`config.mk`:
```
export PLATFORM = sky130hd
export DESIGN_NAME = sr_ff_driver
export DESIGN_NICKNAME = d
export VERILOG_FILES = /design/src/rtl/sr_drv_pkg.sv /design/src/rtl/sr_ff_driver_phase_timer.sv /design/src/rtl/sr_ff_driver.sv
export SDC_FILE = /design/constraint.sdc
export NUM_CORES = 1
export LEC_CHECK = 0
export ABC_AREA = 1
export CAP_MARGIN = 0
export CORE_ASPECT_RATIO = 1.75
export CORE_MARGIN = 10
export CORE_UTILIZATION = 25
export CTS_BUF_LIST = sky130_fd_sc_hd__clkbuf_4
export CTS_CLUSTER_SIZE = 12
export DETAILED_ROUTE_END_ITERATION = 10
export GPL_TIMING_DRIVEN = 0
export PLACE_DENSITY = 0.55
export SLEW_MARGIN = 20
export SYNTH_ARGS = -nofsm -noshare
export SYNTH_HDL_FRONTEND = slang
export SYNTH_SLANG_ARGS = --single-unit
```
`constraint.sdc`:
```
create_clock -name CLK -period 2.1 [get_ports CLK]
set_input_delay 0.42 -clock CLK [delete_from_list [all_inputs] [get_ports CLK]]
set_output_delay 0.42 -clock CLK [all_outputs]
set_load 0.03 [all_outputs]
```
`src/rtl/sr_drv_pkg.sv`:
```
// Shared types for the MSff driver: command codes, FSM states,
// response error bit positions and the command decoder.
package sr_drv_pkg;

    typedef enum logic [1:0] {
        CMD_HOLD   = 2'd0,
        CMD_SET    = 2'd1,
        CMD_RESET  = 2'd2,
        CMD_TOGGLE = 2'd3
    } cmd_e;

    typedef enum logic [2:0] {
        ST_IDLE,
        ST_SETUP,
        ST_MASTER,
        ST_SLAVE,
        ST_RESP
    } state_e;

    localparam int ERR_M_CMP  = 0;
    localparam int ERR_M_CPL  = 1;
    localparam int ERR_S_CMP  = 2;
    localparam int ERR_S_CPL  = 3;

    typedef struct packed {
        logic r;
        logic s;
        logic tgt;
        logic known;
    } drive_t;

    // Map a command onto R/S drive levels and the state it should produce.
    // A TOGGLE with no known state degrades to HOLD with an unknown target.
    function automatic drive_t decode_cmd(
        input cmd_e c,
        input logic exp_q,
        input logic exp_known
    );
        drive_t d;
        d.r     = 1'b0;
        d.s     = 1'b0;
        d.tgt   = exp_q;
        d.known = exp_known;
        unique case (c)
            CMD_SET: begin
                d.s     = 1'b1;
                d.tgt   = 1'b1;
                d.known = 1'b1;
            end
            CMD_RESET: begin
                d.r     = 1'b1;
                d.tgt   = 1'b0;
                d.known = 1'b1;
            end
            CMD_TOGGLE: begin
                if (exp_known) begin
                    d.r   = exp_q;
                    d.s   = ~exp_q;
                    d.tgt = ~exp_q;
                end
            end
            default: ;
        endcase
        return d;
    endfunction

endpackage

```
`src/rtl/sr_ff_driver_phase_timer.sv`:
```
// Loadable down-counter timing each phase of the FF clock.
// done is high while the count sits at zero.
module phase_timer #(
    parameter int W = 3
) (
    input  logic         clk,
    input  logic         rst,
    input  logic         load,
    input  logic [W-1:0] load_val,
    output logic         done
);

    localparam logic [W-1:0] ONE = W'(1);

    logic [W-1:0] cnt_q;
    logic [W-1:0] cnt_d;

    // Load takes priority; otherwise count down and park at zero.
    always_comb begin
        cnt_d = cnt_q;
        if (load) begin
            cnt_d = load_val;
        end else if (cnt_q != '0) begin
            cnt_d = cnt_q - ONE;
        end
    end

    // Counter register with synchronous reset.
    always_ff @(posedge clk) begin
        if (rst) begin
            cnt_q <= '0;
        end else begin
            cnt_q <= cnt_d;
        end
    end

    assign done = (cnt_q == '0);

endmodule

```
`src/rtl/sr_ff_driver.sv`:
```
// Drives CLK/R/S of a master-slave SR flip-flop from a command stream
// and checks the sampled master and slave outputs against the target.
module sr_ff_driver
    import sr_drv_pkg::*;
#(
    parameter int HALF_CYCLES = 4,
    parameter int SETTLE      = 2,
    parameter int ERR_W       = 8
) (
    input  logic             CLK,
    input  logic             RST,
    input  logic             cmd_valid,
    input  logic [1:0]       cmd,
    output logic             cmd_ready,
    output logic             ff_clk,
    output logic             ff_r,
    output logic             ff_s,
    input  logic             ff_q,
    input  logic             ff_q_l,
    input  logic             ff_p,
    input  logic             ff_p_l,
    output logic             rsp_valid,
    output logic             rsp_q,
    output logic [3:0]       rsp_err,
    output logic             exp_q,
    output logic             exp_known,
    output logic [ERR_W-1:0] err_count
);

    localparam int MAXPH = (HALF_CYCLES > SETTLE) ? HALF_CYCLES : SETTLE;
    localparam int TW    = $clog2(MAXPH + 1);

    localparam logic [TW-1:0]    SETTLE_LD = TW'(SETTLE - 1);
    localparam logic [TW-1:0]    HALF_LD   = TW'(HALF_CYCLES - 1);
    localparam logic [ERR_W-1:0] CNT_ONE   = ERR_W'(1);

    state_e state_q, state_d;

    logic             ff_clk_q, ff_clk_d;
    logic             ff_r_q, ff_r_d;
    logic             ff_s_q, ff_s_d;
    logic             cmd_ready_q, cmd_ready_d;
    logic             rsp_valid_q, rsp_valid_d;
    logic             rsp_q_q, rsp_q_d;
    logic [3:0]       rsp_err_q, rsp_err_d;
    logic             exp_q_q, exp_q_d;
    logic             exp_known_q, exp_known_d;
    logic [ERR_W-1:0] err_count_q, err_count_d;
    logic             tgt_q, tgt_d;
    logic             tgt_known_q, tgt_known_d;
    logic [1:0]       mchk_q, mchk_d;
    logic [3:0]       in_q, in_d;

    logic             tmr_load;
    logic [TW-1:0]    tmr_val;
    logic             tmr_done;
    drive_t           dec;

    logic             q_s, q_l_s, p_s, p_l_s;

    phase_timer #(
        .W(TW)
    ) u_timer (
        .clk      (CLK),
        .rst      (RST),
        .load     (tmr_load),
        .load_val (tmr_val),
        .done     (tmr_done)
    );

    assign q_s   = in_q[0];
    assign q_l_s = in_q[1];
    assign p_s   = in_q[2];
    assign p_l_s = in_q[3];

    // One register stage on every FF output before any compare.
    always_comb begin
        in_d = {ff_p_l, ff_p, ff_q_l, ff_q};
    end

    // Next state, FF drive levels, checks and response bookkeeping.
    always_comb begin
        state_d     = state_q;
        tmr_load    = 1'b0;
        tmr_val     = SETTLE_LD;
        ff_r_d      = ff_r_q;
        ff_s_d      = ff_s_q;
        tgt_d       = tgt_q;
        tgt_known_d = tgt_known_q;
        mchk_d      = mchk_q;
        rsp_valid_d = 1'b0;
        rsp_q_d     = rsp_q_q;
        rsp_err_d   = rsp_err_q;
        exp_q_d     = exp_q_q;
        exp_known_d = exp_known_q;
        err_count_d = err_count_q;
        dec         = decode_cmd(cmd_e'(cmd), exp_q_q, exp_known_q);

        unique case (state_q)
            ST_IDLE: begin
                ff_r_d = 1'b0;
                ff_s_d = 1'b0;
                if (cmd_valid) begin
                    state_d     = ST_SETUP;
                    tmr_load    = 1'b1;
                    tmr_val     = SETTLE_LD;
                    ff_r_d      = dec.r;
                    ff_s_d      = dec.s;
                    tgt_d       = dec.tgt;
                    tgt_known_d = dec.known;
                    mchk_d      = 2'b00;
                end
            end
            ST_SETUP: begin
                if (tmr_done) begin
                    state_d  = ST_MASTER;
                    tmr_load = 1'b1;
                    tmr_val  = HALF_LD;
                end
            end
            ST_MASTER: begin
                if (tmr_done) begin
                    state_d   = ST_SLAVE;
                    tmr_load  = 1'b1;
                    tmr_val   = HALF_LD;
                    mchk_d[0] = tgt_known_q & (p_s != tgt_q);
                    mchk_d[1] = (p_l_s == p_s);
                end
            end
            ST_SLAVE: begin
                ff_r_d = 1'b0;
                ff_s_d = 1'b0;
                if (tmr_done) begin
                    state_d              = ST_RESP;
                    rsp_valid_d          = 1'b1;
                    rsp_q_d              = q_s;
                    rsp_err_d[ERR_M_CMP] = mchk_q[0];
                    rsp_err_d[ERR_M_CPL] = mchk_q[1];
                    rsp_err_d[ERR_S_CMP] = tgt_known_q & (q_s != tgt_q);
                    rsp_err_d[ERR_S_CPL] = (q_l_s == q_s);
                end
            end
            ST_RESP: begin
                state_d = ST_IDLE;
                if (tgt_known_q) begin
                    exp_q_d = tgt_q;
                end
                exp_known_d = exp_known_q | tgt_known_q;
                if ((rsp_err_q != 4'b0000) && (err_count_q != '1)) begin
                    err_count_d = err_count_q + CNT_ONE;
                end
            end
            default: begin
                state_d = ST_IDLE;
                ff_r_d  = 1'b0;
                ff_s_d  = 1'b0;
            end
        endcase

        ff_clk_d    = (state_d == ST_MASTER);
        cmd_ready_d = (state_d == ST_IDLE);
    end

    // State and output registers; reset drops the FF drive at once.
    always_ff @(posedge CLK) begin
        if (RST) begin
            state_q     <= ST_IDLE;
            ff_clk_q    <= 1'b0;
            ff_r_q      <= 1'b0;
            ff_s_q      <= 1'b0;
            cmd_ready_q <= 1'b1;
            rsp_valid_q <= 1'b0;
            rsp_q_q     <= 1'b0;
            rsp_err_q   <= 4'b0000;
            exp_q_q     <= 1'b0;
            exp_known_q <= 1'b0;
            err_count_q <= '0;
            tgt_q       <= 1'b0;
            tgt_known_q <= 1'b0;
            mchk_q      <= 2'b00;
            in_q        <= 4'b0000;
        end else begin
            state_q     <= state_d;
            ff_clk_q    <= ff_clk_d;
            ff_r_q      <= ff_r_d;
            ff_s_q      <= ff_s_d;
            cmd_ready_q <= cmd_ready_d;
            rsp_valid_q <= rsp_valid_d;
            rsp_q_q     <= rsp_q_d;
            rsp_err_q   <= rsp_err_d;
            exp_q_q     <= exp_q_d;
            exp_known_q <= exp_known_d;
            err_count_q <= err_count_d;
            tgt_q       <= tgt_d;
            tgt_known_q <= tgt_known_d;
            mchk_q      <= mchk_d;
            in_q        <= in_d;
        end
    end

    assign cmd_ready = cmd_ready_q;
    assign ff_clk    = ff_clk_q;
    assign ff_r      = ff_r_q;
    assign ff_s      = ff_s_q;
    assign rsp_valid = rsp_valid_q;
    assign rsp_q     = rsp_q_q;
    assign rsp_err   = rsp_err_q;
    assign exp_q     = exp_q_q;
    assign exp_known = exp_known_q;
    assign err_count = err_count_q;

endmodule

```
# Yosys cells after proc, flatten, opt, wreduce, memory -nomap -nowiden
# Index checks and enable logic that the tools add are counted.
[word_totals]
elab_cells = 79
input_bits = 9
reg_bits = 34
[op_classes]
bitwise = 5
reduce_logical = 17
n_eq_ne = 15
addsub = 2
muxes = 24
[op_table]
columns = ["operator", "count"]
rows = [
  ["2-to-1 mux 3 bit", 7],
  ["one-hot mux 3 bit (4 select lines)", 1],
  ["one-hot mux 1 bit (2 select lines)", 5],
  ["equality test 3 x 2 -> 1 bit, second input constant", 3],
  ["zero test 3 bit", 3],
  ["adder 8 x 1 -> 8 bit, second input constant", 1],
  ["2-to-1 mux 2 bit", 4],
  ["!= test 8 bit, second input constant", 1],
  ["AND reduction 2 bit", 4],
  ["OR reduction 2 bit", 3],
  ["2-to-1 mux 1 bit", 5],
  ["equality test 2 bit, second input constant", 2],
  ["!= test 2 bit, second input constant", 2],
  ["one-hot mux 2 bit (2 select lines)", 1],
  ["nonzero test 2 bit", 2],
  ["nonzero test 4 bit", 1],
  ["equality test 3 x 1 -> 1 bit, second input constant", 1],
  ["equality test 3 bit, second input constant", 1],
  ["one-hot mux 1 bit (3 select lines)", 1],
  ["AND reduction 3 bit", 1],
  ["nonzero test 3 bit", 1],
  ["OR reduction 3 bit", 1],
  ["subtractor 3 x 1 -> 3 bit, second input constant", 1],
  ["bitwise AND 1 bit", 2],
  ["6 further kinds", 9],
]

# Logic depth before layout (Yosys ltp)
[depth]
word_depth = 5
mapped_depth = 8
ltp_nobuf = 8

# Cells and area by module
# A second synthesis with hierarchy kept.
[unflattened]
hier_cells = 235
hier_area_um2 = 1721.7
[modules_own_cells]
columns = ["mod", "area_each_um2", "n_inst", "cells_per_inst"]
rows = [
  ["sr_ff_driver", 1522.7, 1, 207],
  ["phase_timer", 198.9, 1, 28],
]

# Worst setup path after synthesis
# OpenSTA, ideal clock, no wires.
[synth_timing]
kind = "register to register"
from = "register err_count_q[1], in the netlist err_count[1]"
to = "register err_count_q[4], in the netlist err_count[4]"
path_slack_ns = 0.652
setup_time_ns = 0.071
t_arrival_ns = 1.378
stages_incl_launch_ff = 8
cell_sequence = "dfxtp_1 > ha_1 > nand2_1 > nor2_1 > nand2_1 > nand3_2 > nand2_1 > a21oi_1"
[synth_between]
elab_chain_cells = 3
word_cells_on_any_way = 4
classes_between = "1 x add/sub; 1 x eq/ne; 2 x reduce/logical"
[synth_lines]
columns = ["element", "line_no", "source"]
rows = [
  ["from (decl)", "sr_ff_driver.sv:48", "logic [ERR_W-1:0] err_count_q, err_count_d;"],
  ["from (signal assigned)", "sr_ff_driver.sv:193", "err_count_q <= err_count_d;"],
  ["branches (longest 3 deep; another with adder 8 x 1 -> 8 bit)", "--", ""],
]
# Several ways; the timed one is not identified.
# A chain may end at the register's enable or synchronous reset.

# Final worst setup path
[layout_timing]
from = "register err_count_q[2], in the netlist err_count[2]"
to = "output err_count[2]"
[layout_rtl]
columns = ["element", "line_no", "source"]
rows = [
  ["to (decl)", "sr_ff_driver.sv:27", "output logic [ERR_W-1:0] err_count"],
]
# No word-level cell between the ends.

==> metrics <==
Setup Skew 0.00774 ns; grt total ovfl 0; min Tclk post-route 1.97 ns; H-tree Lvls 2; gr usage total 0.0789; syn nets 256; CTS Root Cell clkbuf_4; Worst R2R End ff_clk$_SDFF_PP0_; crit path launch err_count[2]$_SDFFE_PP0P_; total number of vias 1,504; vias per cell 4.24; required time of the critical path 1.68 ns; DR WL/cell 11.1 um; die area 10,500 sq um; crit path cell chain clkdlybuf4s50_1; Sequential Area 681 sq um; nets@finish 290; DP Area 2050 sq um; IO buf count 27; largest net degree at the start of global routing 11; Final ANT Viol Nets 0; Max Slew Vio Count 0; final instance area 2100 sq um; Initial Utilization 0.257; Max-Slew Margin vs Limit 0.678; clock sink total 34; Tightest Pin Transition 0.482 ns; Setup TNS 0 ns; Syn-to-layout area delta 25.4%; Post-CTS Setup Repair Bufs 0; Pwr Density slightly above 800 nW/um^2; Final WS setup 0.132 ns; CTS max path bufs 2; CP top delay family buffers and inverters; final count of hold timing violations 0; fmax 508 MHz; worst path bufs/invs 1; count of cell types in the netlist 24; Worst-path clk slew roughly 0.10 ns; fill count 742; post-synthesis instance area 1680 sq um; RSZ-0062 raised after global routing false; final-report setup violation count 0; Site Rows 39; Setup CP Type reg2out; gpl congestion 0.778; Seq/Total Area, Yosys 0.406; Hold Path Origin RST; kind of start point of the critical path flip-flop; Die X 81.9 um; DR pass1 iterations 5; final HPWL from detailed placement around 3100 um; maxcap violations 0; Clk Latency, worst-skew pair approximately 0.34 ns; Post-Route WL between 3000 and 4000 um; Syn. warnings 0; share of cells above drive strength 1 0.0842; global-route wire length before repair 6510 um; syn_area_per_cell 7.05 sq um; reg-to-reg startpoint u_timer.cnt_q[0]$_SDFFE_PP0P_; Multi-input gate area 856 sq um; initial antenna violation count 0; cell depth of the worst setup path 1; worst-path fanout max 7; drt drc 0; vias in the first global route 1,432; HP Class in2reg; die height 128 um; core area 6540 sq um; #FFs+latches synth 34; P_leak roughly 0.91 nW; CTS resizes 0; capture point of the worst path err_count[2]; pre-CTS WS 0.408 ns; Synth Instances 238; run status finished, final reports clean; CTS tree done; CTS Buf Count 5; Worst VDD drop 0.299 mV; 1st-iter DRT viols 25; FF-to-FF path depth 8; flop2flop setup slack 0.65 ns; n_diodes 0; IO Count 29; Worst path slowest cell clkdlybuf4s50_1; CP peak stage delay between 0.7 and 0.8 ns; CP arrival 1.55 ns; period utilisation layout 0.937; Crit. End Element primary output; Hold Buf Count CTS 0
## where the power goes
group          internal [W]  switching, W
registers          0.000724     0.0000521
logic              0.000208      0.000356
clock network      0.000139      0.000218
## cells in the final DEF, fill, tap and decap left out, drive strengths merged
master / count
clkdlybuf4s50: 27
xnor2: 3
inv: 34
nand2: 56
nand3: 11
nor3: 1
clkbuf: 7
xor2: 3
dfxtp: 34
nor2: 49
nor4: 1
o21ai: 17
ha: 9
or2: 2
a21oi: 14
clkinv: 2
buf: 2
a31oi: 1
## worst min-delay path by stage
stage,end,cells after the start
5_1_grt,err_count[2]$_SDFFE_PP0P_,2
6_report,ff_s$_SDFFE_PP0N_,2
3_5_place_dp,ff_r$_SDFFE_PP0N_,2
2_1_floorplan,rsp_err[0]$_SDFFE_PP0P_,2
3_3_place_gp,ff_r$_SDFFE_PP0N_,2
4_1_cts,err_count[7]$_SDFFE_PP0P_,2
## metrics by stage
| stage | util | hold slack (ns) | power (W) | instances |
|---|---|---|---|---|
| CTS | 0.322 | 0.360 | 0.00173 | 355 |
| global placement | 0.314 | 0.463 | 0.00135 | 347 |
| detailed placement | 0.314 | 0.460 | 0.00136 | 347 |
| finish | 0.322 | 0.375 | 0.00170 | 355 |
| global route | 0.322 | 0.366 | 0.00183 | 355 |
| floorplan | - | 0.450 | 0.00122 | 238 |
## kinds of logic (layout without fill, tap and decap cells)
family,after synthesis,in the layout,share of synthesized area
buf+inv,37,72,0.0843
fa+ha+maj,9,9,0.0671
simple gates,120,120,0.313
flops,34,34,0.406
xor+xnor,6,6,0.0313
compound gates,32,32,0.0984
## final cells by class
| class | count | share of cell area |
|---|---|---|
| inverter | 34 | 0.0606 |
| clock buffer | 6 | 0.0214 |
| timing repair buffer | 27 | 0.128 |
| buffer | 3 | 0.00654 |
| clock inverter | 2 | 0.00416 |
| sequential | 34 | 0.323 |
| tap | 82 | 0.0488 |
| multi-input combinational | 167 | 0.407 |
## cells in the mapped netlist
cell      count  area share
xnor2_1       3       0.016
o21ai_2       1      0.0052
nand2_4       1      0.0067
nor3_1        1      0.0030
inv_2         2      0.0045
inv_1        32       0.072
nor4_1        1      0.0037
nand2_1      52        0.12
buf_1         1      0.0022
buf_2         1      0.0030
or2_0         2      0.0075
nor2_4        3       0.020
nor2_1       44       0.098
nor2_2        2      0.0075
nand2_2       3       0.011
nand3_1       9       0.027
a21oi_1      14       0.042
clkbuf_2      1      0.0030
a31oi_1       1      0.0037
dfxtp_1      34        0.41
xor2_1        3       0.016
o21ai_0      16       0.048
ha_1          9       0.067
nand3_2       2       0.012
## metal layers
metal / wire length, um / share of wire / global-route usage
met5: 0 / 0 / 0
met1: 1490 / 0.38 / 0.0717
met3: 208 / 0.053 / 0.0258
met2: 2190 / 0.55 / 0.152
met4: 68 / 0.017 / 0.0302
## flip-flops by register name (all words and copies together) (netlist names)
name           flops
err_count          8
in_q               4
rsp_err            4
state_q            3
u_timer.cnt_q      3
mchk_q             2
cmd_ready          1
exp_known          1
exp_q              1
ff_clk             1
ff_r               1
ff_s               1
rsp_q              1
rsp_valid          1
tgt_known_q        1
tgt_q              1
Power figures use the tool's default switching activity.
